$ cat config.mk
export PLATFORM = sky130hd
export DESIGN_NAME = bus_arbiter
export DESIGN_NICKNAME = d
export VERILOG_FILES = /design/src/rtl/bus_arbiter.sv
export SDC_FILE = /design/constraint.sdc
export NUM_CORES = 1
export LEC_CHECK = 0
export ABC_AREA = 1
export CAP_MARGIN = 20
export CELL_PAD_IN_SITES_DETAIL_PLACEMENT = 2
export CELL_PAD_IN_SITES_GLOBAL_PLACEMENT = 2
export CORE_UTILIZATION = 27
export DETAILED_ROUTE_END_ITERATION = 8
export PLACE_DENSITY = 0.81
export SKIP_LAST_GASP = 1
export SLEW_MARGIN = 10
export SYNTH_ARGS = -nofsm -noshare
export SYNTH_HDL_FRONTEND = slang
export SYNTH_SLANG_ARGS = --single-unit
$ cat constraint.sdc
create_clock -name clk -period 5.6 [get_ports clk]
set_input_delay 1.12 -clock clk [delete_from_list [all_inputs] [get_ports clk]]
set_output_delay 1.12 -clock clk [all_outputs]
set_load 0.005 [all_outputs]
$ cat src/rtl/bus_arbiter.sv
// Two-port request arbiter in front of bus_master: buffers one request per port,
// issues them one at a time on the start/ready handshake, and routes completion back.
module bus_arbiter #(
    parameter bit FIXED_PRIO = 1'b0
) (
    input  logic        clk,
    input  logic        rst,
    input  logic [29:0] p0_addr,
    input  logic        p0_start,
    input  logic        p0_write,
    input  logic [31:0] p0_data_rw,
    output logic        p0_ready,
    output logic [31:0] p0_data_rd,
    input  logic [29:0] p1_addr,
    input  logic        p1_start,
    input  logic        p1_write,
    input  logic [31:0] p1_data_rw,
    output logic        p1_ready,
    output logic [31:0] p1_data_rd,
    output logic [29:0] m_addr,
    output logic        m_start,
    output logic        m_write,
    output logic [31:0] m_data_rw,
    input  logic        m_ready,
    input  logic [31:0] m_data_rd,
    output logic        err
);
    typedef enum logic {S_IDLE, S_WAIT} state_t;

    state_t      state;
    logic        grant;
    logic        last;
    logic [1:0]  pend;
    logic [1:0]  start;
    logic [1:0]  ready;
    logic [1:0]  accept;
    logic [1:0]  req;
    logic        viol;
    logic        win;

    logic [29:0] in_addr   [2];
    logic [1:0]  in_write;
    logic [31:0] in_data   [2];
    logic [29:0] slot_addr [2];
    logic [1:0]  slot_write;
    logic [31:0] slot_data [2];

    assign start      = {p1_start, p0_start};
    assign in_addr[0] = p0_addr;
    assign in_addr[1] = p1_addr;
    assign in_write   = {p1_write, p0_write};
    assign in_data[0] = p0_data_rw;
    assign in_data[1] = p1_data_rw;

    assign ready[0] = m_ready & (state == S_WAIT) & ~grant;
    assign ready[1] = m_ready & (state == S_WAIT) & grant;

    assign p0_ready   = ready[0];
    assign p1_ready   = ready[1];
    assign p0_data_rd = m_data_rd;
    assign p1_data_rd = m_data_rd;

    // A port may re-request in the very cycle its previous transaction completes.
    assign accept = start & (~pend | ready);
    assign viol   = |(start & pend & ~ready);

    // Fresh starts are visible to the idle arbiter, saving a cycle of latency.
    assign req = pend | accept;

    always_comb begin
        win = 1'b0;
        if (req == 2'b11) begin
            win = FIXED_PRIO ? 1'b0 : ~last;
        end else begin
            win = req[1];
        end
    end

    always_ff @(posedge clk) begin
        for (int n = 0; n < 2; n++) begin
            if (accept[n]) begin
                slot_addr[n]  <= in_addr[n];
                slot_write[n] <= in_write[n];
                slot_data[n]  <= in_data[n];
            end
        end
    end

    always_ff @(posedge clk or negedge rst) begin
        if (!rst) begin
            state     <= S_IDLE;
            pend      <= 2'b00;
            last      <= 1'b1;
            grant     <= 1'b0;
            m_start   <= 1'b0;
            m_addr    <= '0;
            m_write   <= 1'b0;
            m_data_rw <= '0;
            err       <= 1'b0;
        end else begin
            pend <= (pend & ~ready) | accept;
            err  <= err | viol;
            case (state)
                S_IDLE: begin
                    if (|req) begin
                        m_start   <= 1'b1;
                        m_addr    <= pend[win] ? slot_addr[win]  : in_addr[win];
                        m_write   <= pend[win] ? slot_write[win] : in_write[win];
                        m_data_rw <= pend[win] ? slot_data[win]  : in_data[win];
                        grant     <= win;
                        state     <= S_WAIT;
                    end
                end
                S_WAIT: begin
                    m_start <= 1'b0;
                    if (m_ready) begin
                        last  <= grant;
                        state <= S_IDLE;
                    end
                end
                default: state <= S_IDLE;
            endcase
        end
    end
endmodule

==> results.toml <==
[outcome]
status = "finished, final reports clean"

[sta]
hold_viol_final = 0
setup-violations-final = 0
period_needed_ns = 3.648
worst_pin_slew_ns = 1.033
finalClockSkew_ns = 0.01217
fin_crit_sh_pct = 65.14
slew_headroom_pct = 31.11
finalSetupTns_ns = 0
rsz0062_at_grt = "false"
fmax_ghz = 0.2741
hold_ws_ns = 0.4818
drv_slew = 0

[placement]
gp_congestion = 0.7316
io_buffer_count = 197
hpwl_um = 19440
placed_cells = 1652

[drt]
wl_per_cell_um = 19.09
num_vias = 7865
drt_iter0_drc = 272
detail-route-antenna-nets = 0
routed_wl_um = 32190
dr.pass1.iters = 4
drc = 0
post_drt_via_cell_ratio = 4.665

[floorplanning]
core_area_um2 = 34630
initial_core_util_pct = 27.50
rows = 68
fp.dieW_um = 189.8
die_area_um2 = 36030
die_height_um = 189.8
io_pins = 294

[synth]
synth_nets = 1282
seq_area_frac_synth_pct = 58.13
synth_seq_cells = 196
synth_warnings = 0
synth_area_um2 = 9524
synthCells = 1119
ys_types = 19
syn_avg_cell_area_um2 = 8.511

[setup_path]
cpMaxStageDelayCell = "clkdlybuf4s50_1"
arrival_ns = 2.53
crit_type = "primary input to output pin"
crit_family = "buffers and inverters"
path_cells = "clkdlybuf4s50_1, nand2_1, inv_1, nand2_1, inv_1, clkdlybuf4s50_1"
rr_startpoint = "pend[1]"
cp_num_buf_inv = 4
crit_path_end_kind = "output pin"
slowest_delay_ns = 0.56
rr_worst_depth = 9
r2r_end = "m_addr[11]"
cp-start-kind = "primary input"
crit_path_max_fanout = 4
cp.required_ns = 4.48
rrSetupSlack_ns = 2.91

[power]
ir_worst_vdd_mv = 0.2780
p_leak_nw = 5.430
power_density_nw_per_um2 = 500.6
finalPower_w = 0.006010

[layout]
drive_above_1_share_pct = 4.638
stdcell_count = 1686
area_delta_synth_final_pct = 26.05
fin_util_pct = 34.67
nets = 1379

[global_routing]
grt_pass1_wl_um = 50090
overflow = 0
grt_max_degree = 69
track_usage_pct = 18.42
antenna_found_initial = 2
grt_pass1_vias = 8693

[hold_path]
hold_path.class = "register to register"
holdPathEnd = "m_addr[22]"
hold_path_startpoint = "m_addr[22]"
whs_path_depth = 2

[cts]
cts.sinks = 196
cts_made_buffers = 17
path_clk_slew_ns = 0.08
cts.path.max_buffers = 2
cts_tree = "built"
htreeDepth = 4
clock_latency_ns = 0.45
clock-root-buffer = "clkbuf_16"
cts_setup_buffers = 0
postCtsHoldBufs = 0
cts_resized = 0

[job]
maxCapViolCount = 0
[logic make-up (layout without fill, tap and decap cells)]
family / Yosys count / in the layout / synth area share, %
DFF: 196 / 196 / 58.13
buffers and inverters: 139 / 249 / 9.012
and+or+nand+nor: 776 / 776 / 32.44
other: 0 / 2 / 0
AOI/OAI and AO/OA: 8 / 8 / 0.4203
[power by group]
| group | total [W] | switching, W | internal [W] |
|---|---|---|---|
| registers | 0.00212 | 0.000174 | 0.00194 |
| logic | 0.00256 | 0.00162 | 0.000932 |
| clock network | 0.00134 | 0.000641 | 0.000696 |
[cell type report]
type,instances,area (um^2)
sequential,196,5537
timing repair buffer,208,2052
tap,455,569.3
clock buffer,18,439.2
inverter,9,33.78
multi-input combinational,784,3184
clock inverter,14,185.2
antenna,2,5.005
fill,3878,22620
[cells in the mapped netlist (all sizes together)]
master	count	share of area (%)
o21ai	6	0.32
edfxtp	126	40
nand2	645	26
nand4	1	0.066
nor2	3	0.12
a21oi	2	0.11
nand3	127	6.7
clkbuf	13	0.51
dfstp	1	0.28
buf	117	8.1
dfrtp	69	18
inv	9	0.35
[worst reg2reg max path: cells and delay by family, from the launching register on]
kind	cells	cell delay, ns
flops	1	0.47
buf+inv	2	0.85
simple gates	7	1.31
[placed cells by master (no fill, tap or decap), drive strengths merged, types with 3 or more instances in the layout]
cell           count
clkbuf            18
clkdlybuf4s50    196
dfrtp             69
o21ai              6
inv               17
nor2               3
nand2            645
buf               12
nand3            127
edfxtp           126
clkinv             4
[stage by stage]
stage	cell area, um^2	setup WS, ns
2_1_floorplan	9524	0.7099
3_3_place_gp	11380	1.801
3_5_place_dp	11380	1.676
4_1_cts	12000	1.932
5_1_grt	12000	1.839
6_report	12010	1.952
[metal layers]
metal / share of wire (%) / track usage (%)
met1: 45 / 23.36
met2: 49 / 31.52
met3: 4.6 / 4.649
met4: 0.90 / 3.877
met5: 0 / 0
[worst max-delay path by stage]
stage          startpoint         endpoint  slack (ns)  depth (start not counted)
3_5_place_dp     p1_start       m_addr[11]        1.68                         10
6_report          m_ready         p1_ready        1.95                          6
3_3_place_gp     p1_start       m_addr[11]        1.80                         10
4_1_cts           m_ready         p1_ready        1.93                          6
2_1_floorplan     m_ready  slot_addr[1][0]        0.71                          4
5_1_grt           m_ready         p0_ready        1.84                          4
[flip-flops by register name, indices dropped and copies added (netlist names)]
signal	cells
last	1
err	1
slot_addr	60
pend	2
state	1
m_data_rw	32
slot_write	2
slot_data	64
m_addr	30
m_start	1
grant	1
m_write	1
(Power assumes the default switching activity.)
